===== config.mk =====
export PLATFORM = sky130hd
export DESIGN_NAME = shift_add_multiplier
export DESIGN_NICKNAME = d
export VERILOG_FILES = /design/src/rtl/shift_add_multiplier.sv
export SDC_FILE = /design/constraint.sdc
export NUM_CORES = 1
export LEC_CHECK = 0
export CAP_MARGIN = 20
export CORE_ASPECT_RATIO = 1.5
export CORE_MARGIN = 4
export CORE_UTILIZATION = 25
export CTS_CLUSTER_DIAMETER = 30
export DETAILED_ROUTE_END_ITERATION = 8
export PLACE_DENSITY = 0.46
export SLEW_MARGIN = 20
export SYNTH_ARGS = -nofsm -noshare
export SYNTH_HDL_FRONTEND = slang
export SYNTH_SLANG_ARGS = --single-unit

===== constraint.sdc =====
create_clock -name clk -period 1.8 [get_ports clk]
set_input_delay 0.36 -clock clk [delete_from_list [all_inputs] [get_ports clk]]
set_output_delay 0.36 -clock clk [all_outputs]
set_load 0.01 [all_outputs]

===== src/rtl/shift_add_multiplier.sv =====
// Sequential unsigned shift-add multiplier with a start/busy/done handshake.
// Optional feature macro: MUL_ZERO_SKIP_EN (zero operand bypasses the RUN phase).
module shift_add_multiplier #(
  parameter int bits = 4
) (
  input  logic                clk,
  input  logic                rst_n,
  input  logic                start,
  input  logic [bits-1:0]     A,
  input  logic [bits-1:0]     B,
  output logic                busy,
  output logic                done,
  output logic [2*bits-1:0]   P
);

  localparam int CW = (bits > 1) ? $clog2(bits) : 1;

  // Handshake: start is accepted on a rising edge only while idle or done;
  // busy is high exactly in RUN; done pulses for one cycle with P valid and
  // P then holds until the next result. done and busy are never high together.
  typedef enum logic [1:0] {
    IDLE = 2'd0,
    RUN  = 2'd1,
    DONE = 2'd2,
    SKIP = 2'd3
  } state_t;

  state_t          state, state_nxt;
  logic [bits-1:0] mcand;
  logic [bits-1:0] mplier;
  logic [bits:0]   acc;
  logic [CW-1:0]   cnt;

  logic            accept;
  logic            last;
  logic            zero_ops;
  logic [bits:0]   sum;
  logic [bits:0]   acc_nxt;
  logic [bits-1:0] mplier_nxt;

  assign accept = start && ((state == IDLE) || (state == DONE));
  assign last   = (state == RUN) && (cnt == CW'(bits - 1));
  assign busy   = (state == RUN);
  assign done   = (state == DONE);

`ifdef MUL_ZERO_SKIP_EN
  assign zero_ops = (A == '0) || (B == '0);
`else
  assign zero_ops = 1'b0;
`endif

  // acc[bits] is always zero after a shift, so adding the full acc equals
  // adding acc[bits-1:0]; the carry lands in sum[bits].
  assign sum        = acc + {1'b0, (mplier[0] ? mcand : {bits{1'b0}})};
  assign acc_nxt    = {1'b0, sum[bits:1]};
  assign mplier_nxt = {sum[0], mplier[bits-1:1]};

  always_comb begin
    state_nxt = state;
    case (state)
      IDLE: if (start) state_nxt = zero_ops ? SKIP : RUN;
      RUN:  if (last)  state_nxt = DONE;
      DONE: begin
        if (start) state_nxt = zero_ops ? SKIP : RUN;
        else       state_nxt = IDLE;
      end
      SKIP: state_nxt = DONE;
      default: state_nxt = IDLE;
    endcase
  end

  always_ff @(posedge clk or negedge rst_n) begin
    if (!rst_n) state <= IDLE;
    else        state <= state_nxt;
  end

  always_ff @(posedge clk or negedge rst_n) begin
    if (!rst_n) begin
      mcand  <= '0;
      mplier <= '0;
      acc    <= '0;
      cnt    <= '0;
      P      <= '0;
    end else if (accept) begin
      mcand  <= A;
      mplier <= B;
      acc    <= '0;
      cnt    <= '0;
    end else if (state == RUN) begin
      acc    <= acc_nxt;
      mplier <= mplier_nxt;
      cnt    <= cnt + CW'(1);
      if (last) P <= {acc_nxt[bits-1:0], mplier_nxt};
    end else if (state == SKIP) begin
      P <= '0;
    end
  end

endmodule


==> flow_metrics.tcl, run 1 <==
set metrics [dict create \
    startpoint_type "flip-flop" \
    max_freq_ghz 0.5938 \
    slew_headroom_pct 74.70 \
    num_antenna_cells 0 \
    crit_chain "and2_1 > ha_1 > fa_2 > a21o_1 > a21oi_2 > o21ai_0" \
    worstHoldPathType "in2async" \
    cts_sinks 24 \
    syn-num-nets 134 \
    drc 0 \
    fp.dieH_um 95.55 \
    ys_warn_count 0 \
    firstDrtPassIters 4 \
    clock_latency_ns 0.27 \
    hpwl_mm 2.106 \
    crit_fanout 2 \
    skew_ns 0.005657 \
    path_class "reg2reg" \
    layout_setup_ws_ns 0.1161 \
    synth_seq_cells 24 \
    synth_area_um2 1277 \
    fill_cells 526 \
    place_ws_ns 0.03693 \
    tightest_slew_ns 0.3795 \
    vias 917 \
    m1WireLength_mm 1.211 \
    finalHoldViolCount 0 \
    cts_tree "built" \
    cellPowerDensity_nw_per_um2 1804 \
    critPathCaptureType "flip-flop" \
    hold_buffers 0 \
    drive_gt1_share_pct 15.38 \
    syn_inst 117 \
    slew_viol_final 0 \
    status "finished clean" \
    fp.coreArea_um2 4887 \
    cp_top_family "adder cells" \
    rr_startpoint "mcand[0]$_DFFE_PN0P_" \
    wl_per_cell_um 13.00 \
    whs_ns 0.4436 \
    cts_htree_levels 1 \
    final_nets 161 \
    antenna_left 0 \
    critPathArrivalTime_ns 1.84 \
    clock_path_buffers 2 \
    gp_congestion 0.8288 \
    ioPinCount 21 \
    first_global_vias 928 \
    worst-path-buf-inv 0 \
    viasPerCell 4.388 \
    io_buffers 20 \
    antenna_found_initial 0 \
    fin_setup_tns_ns 0 \
    min_period_ns 1.684 \
    rr_worst_depth 6 \
    ys_types 26 \
    leakagePower_nw 0.7179 \
    worst_ep_required_time_ns 1.95 \
    slowest_delay_ns 0.39 \
    critPathSlowestCell "dfrtp_1" \
    num_rows 31 \
    wirelength_mm 2.718 \
    detail_route.iter0.violations 47 \
    maxCapViolations 0 \
    overflow 0 \
    grt_usage_pct 9.552 \
    initial_core_util_pct 26.14 \
    met2WireLength_mm 1.359 \
    grt_start_max_net_pins 25 \
    synth.avg_cell_area_um2 10.92 \
    syn_to_final_growth_pct 29.68 \
    die_x_um 66.37 \
    rsz0062_at_grt "no" \
    ys_seq_area_share_pct 47.01 \
    cts_made_buffers 3 \
    crit_start "mcand[0]$_DFFE_PN0P_" \
    cts.clk_slew.worst_paths_ns 0.09 \
    ir_drop_v 0.0004817 \
    finalSetupViolCount 0 \
    dieArea_um2 6341 \
    rrSetupSlack_ns 0.12 \
    utilization_pct 33.90 \
    grt_pass1_wl_mm 4.485 \
    routed.top_layer "met4" \
    root_buffer "clkbuf_8" \
    r2r_end "acc[3]$_DFFE_PN0P_" \
    route.met3.wl_um 67 \
    finalCritPeriodShare_pct 93.55 \
]
## power by group
group          switching (mW)  internal (mW)
clock                   0.173          0.195
combinational           0.767          0.851
sequential              0.199          0.802
## per-layer routing
layer  global-route usage [%]  up-vias
met2                    15.74       13
met1                    11.55      439
met5                        0        -
met4                    6.102        0
li1                         -      460
met3                    1.179        5
## cells in the mapped netlist
| cell | n | share of area [%] |
|---|---|---|
| inv_2 | 1 | 0.29 |
| clkbuf_1 | 1 | 0.29 |
| a21oi_1 | 12 | 4.7 |
| nor2_1 | 3 | 0.88 |
| a21o_1 | 3 | 1.8 |
| buf_6 | 2 | 1.8 |
| fa_1 | 1 | 1.6 |
| nand2b_1 | 1 | 0.49 |
| buf_2 | 3 | 1.2 |
| inv_1 | 2 | 0.59 |
| o21ai_1 | 5 | 2.0 |
| nand3b_1 | 1 | 0.59 |
| nor2b_1 | 12 | 5.9 |
| nand2_1 | 5 | 1.5 |
| o21ai_0 | 3 | 1.2 |
| ha_1 | 5 | 4.9 |
| o31ai_1 | 1 | 0.59 |
| and2_1 | 6 | 2.9 |
| a211oi_1 | 4 | 2.4 |
| xor2_1 | 3 | 2.1 |
| o32ai_1 | 1 | 0.69 |
| mux2i_1 | 7 | 5.5 |
| dfrtp_1 | 24 | 47 |
| buf_4 | 1 | 0.59 |
| mux2_4 | 4 | 4.7 |
| o2bb2ai_1 | 6 | 4.1 |
## worst max path at each step
stage | end | slack, ns | depth (start not counted)
3_3_place_gp | acc[3]$_DFFE_PN0P_ | 0.1 | 6
6_report | acc[3]$_DFFE_PN0P_ | 0.12 | 6
2_1_floorplan | acc[3]$_DFFE_PN0P_ | 0.16 | 6
5_1_grt | acc[3]$_DFFE_PN0P_ | 0.009 | 6
4_1_cts | busy | 0.008 | 3
3_5_place_dp | acc[3]$_DFFE_PN0P_ | 0.04 | 6
## through the flow
step | cell area, um2 | total power, mW | std cells
2_1_floorplan | 1277 | 2.028 | 117
3_3_place_gp | 1572 | 2.586 | 204
3_5_place_dp | 1572 | 2.598 | 204
4_1_cts | 1633 | 2.994 | 208
5_1_grt | 1657 | 3.251 | 209
6_report | 1657 | 2.988 | 209
## what timing repair did
action	CTS	global route
endpoints found under the setup margin	1	4
setup buffers	0	1
resized for setup	2	4
## worst reg2reg max path: stages (launching register included)
cell	delay (ns)
dfrtp_1	0.39
and2_1	0.16
ha_1	0.20
fa_2	0.37
a21o_1	0.20
a21oi_2	0.15
o21ai_0	0.09
## cell families after synthesis
group,synth area share [%]
mux,10.19
flops,47.01
simple gates,12.24
xor+xnor,2.057
buf+inv,4.701
fa+ha+maj,6.464
compound gates,17.34
## state kept, by name (all words and copies together) (netlist names)
register,cells
state,2
mcand,4
mplier,4
P,8
cnt,2
acc,4
## final cells by class
cell class                      count  area (um2)  area share [%]
Timing Repair Buffer               29       269.0           16.24
Tap cell                           66       82.58           4.985
Multi-Input combinational cell     83       638.1           38.52
Sequential cell                    24       600.6           36.25
Inverter                            3       11.26          0.6798
Clock buffer                        4       55.05           3.323
## layout by cell type (no fill, tap or decap), types with 4 or more instances in the layout
master / synthesis / final
ha_1: 5 / 5
a211oi_1: 4 / 4
o21ai_1: 5 / 5
mux2_4: 4 / 4
mux2i_1: 7 / 7
o2bb2ai_1: 6 / 6
clkdlybuf4s50_1: 0 / 18
clkbuf_8: 0 / 4
nand2_1: 5 / 5
buf_4: 1 / 9
and2_1: 6 / 6
dfrtp_1: 24 / 24
nor2b_1: 12 / 12
a21oi_1: 12 / 11
Power figures use the tool's default switching activity.
==> run 2: changes to the inputs <==
--- a/config.mk
+++ b/config.mk
@@ -11,6 +11,7 @@
 export CORE_UTILIZATION = 25
 export CTS_CLUSTER_DIAMETER = 30
 export DETAILED_ROUTE_END_ITERATION = 8
+export MAX_ROUTING_LAYER = met4
 export PLACE_DENSITY = 0.46
 export SLEW_MARGIN = 20
 export SYNTH_ARGS = -nofsm -noshare
==> run 2 against run 1 <==
  * Routed wire length shrank 0.29%
  * First-iteration DRC count up 36%
  * Clock power about the same
==> flow_metrics.tcl, run 2 (synthesis gave the netlist of run 1 again) <==
set metrics [dict create \
    fp.coreArea_um2 4887 \
    fin_setup_tns_ns 0 \
    startpoint_type "flip-flop" \
    final_nets 161 \
    largest_register_ff_count 8 \
    initial_core_util_pct 26.14 \
    die_x_um 66.37 \
    leakagePower_nw 0.7179 \
    root_buffer "clkbuf_8" \
    final_cell_mix "dfrtp_1 (24), clkdlybuf4s50_1 (18), nor2b_1 (12), a21oi_1 (11), buf_4 (9)" \
    first_global_vias 928 \
    wirelength_mm 2.710 \
    antenna_found_initial 0 \
    overflow 0 \
    dpl.cell_count 204 \
    critPathArrivalTime_ns 1.84 \
    gp_congestion 0.8413 \
    drc 0 \
    fill_cells 526 \
    grt_start_max_net_pins 25 \
    firstDrtPassIters 4 \
    cellPowerDensity_nw_per_um2 1803 \
    syn_to_final_growth_pct 29.68 \
    cts_made_buffers 3 \
    rrSetupSlack_ns 0.12 \
    rsz0062_at_grt "no" \
    finalPower_mw 2.987 \
    cts_sinks 24 \
    finalCritPeriodShare_pct 93.56 \
    finalSetupViolCount 0 \
    utilization_pct 33.90 \
    skew_ns 0.005843 \
    hold_buffers 0 \
    maxCapViolations 0 \
    path_class "reg2reg" \
    worst_ep_required_time_ns 1.96 \
    detail_route.iter0.violations 64 \
    crit_fanout 2 \
    cts.clk_slew.worst_paths_ns 0.09 \
    min_period_ns 1.684 \
    vias 917 \
    viasPerCell 4.388 \
    critPathCaptureType "flip-flop" \
    cts_tree "built" \
    antenna_left 0 \
    grt_pass1_wl_mm 4.498 \
    instances_no_fill 209 \
    grt_usage_pct 9.843 \
    fp.dieH_um 95.55 \
    num_antenna_cells 0 \
    clock_latency_ns 0.27 \
    status "finished clean" \
    clock_path_buffers 2 \
    cts_htree_levels 1 \
    max_freq_ghz 0.5938 \
    layout_commonest_cell "dfrtp_1" \
    slew_headroom_pct 74.50 \
    worstHoldPathType "in2async" \
    hpwl_mm 2.106 \
    ioPinCount 21 \
    dieArea_um2 6341 \
    top_register "P" \
    io_buffers 20 \
    num_rows 31 \
    tightest_slew_ns 0.3826 \
    drive_gt1_share_pct 15.38 \
    finalHoldViolCount 0 \
    wl_per_cell_um 12.97 \
    ir_drop_v 0.0004818 \
    slew_viol_final 0 \
]
run 2: cell counts in the layout (fill, tap and decap cells not counted):
Identical to the previous run, type by type.
run 2: layer usage:
metal	wire length (um)	share of wire (%)	GRT usage [%]
met1	1209	45	11.70
met2	1354	50	15.66
met3	67	2.5	1.179
met4	80	3.0	6.102
met5	0	0	-
run 2: final cells by class:
cell class / instances / area (um2) / area share [%]
clock buffers: 4 / 55.05 / 3.323
repair buffers: 29 / 269.0 / 16.24
well taps: 66 / 82.58 / 4.985
inverters: 3 / 11.26 / 0.6798
flip-flops and latches: 24 / 600.6 / 36.25
multi-input cells: 83 / 638.1 / 38.52
run 2: repair_timing:
item / 4_1_cts / 5_1_grt
setup endpoints to repair: 1 / 4
endpoints found under the hold margin: 0 / 0
gates resized for setup: 2 / 4
setup buffers: 0 / 1
run 2: worst paths after layout:
kind	start	end	depth (start not counted)
max	mcand[0]$_DFFE_PN0P_	acc[3]$_DFFE_PN0P_	6
min	rst_n	acc[2]$_DFFE_PN0P_	2
max reg2reg	mcand[0]$_DFFE_PN0P_	acc[3]$_DFFE_PN0P_	6
min reg2reg	mcand[3]$_DFFE_PN0P_	mcand[3]$_DFFE_PN0P_	1
max in group asynchronous	rst_n	P[6]$_DFFE_PN0P_	2
min in group clk	mcand[3]$_DFFE_PN0P_	mcand[3]$_DFFE_PN0P_	1
run 2: worst max-delay path, stage by stage, from the launching register on:
cell     delay, ns
dfrtp_1       0.39
and2_1        0.16
ha_1          0.20
fa_2          0.37
a21o_1        0.20
a21oi_2       0.15
o21ai_0       0.09
run 2: metrics by stage:
stage / instance area, um2 / setup WS [ns] / hold WS, ns
3_3_place_gp: 1572 / 0.09720 / 0.4877
5_1_grt: 1657 / 0.008622 / 0.4706
3_5_place_dp: 1572 / 0.03693 / 0.4909
6_report: 1657 / 0.1160 / 0.4428
2_1_floorplan: 1277 / 0.1563 / 0.06441
4_1_cts: 1633 / 0.008123 / 0.4529
run 2: power breakdown:
group / internal [mW] / total, mW / switching (mW)
Sequential: 0.802 / 1.00 / 0.198
Combinational: 0.851 / 1.62 / 0.766
Clock: 0.195 / 0.370 / 0.174
Total: 1.85 / 2.99 / 1.14
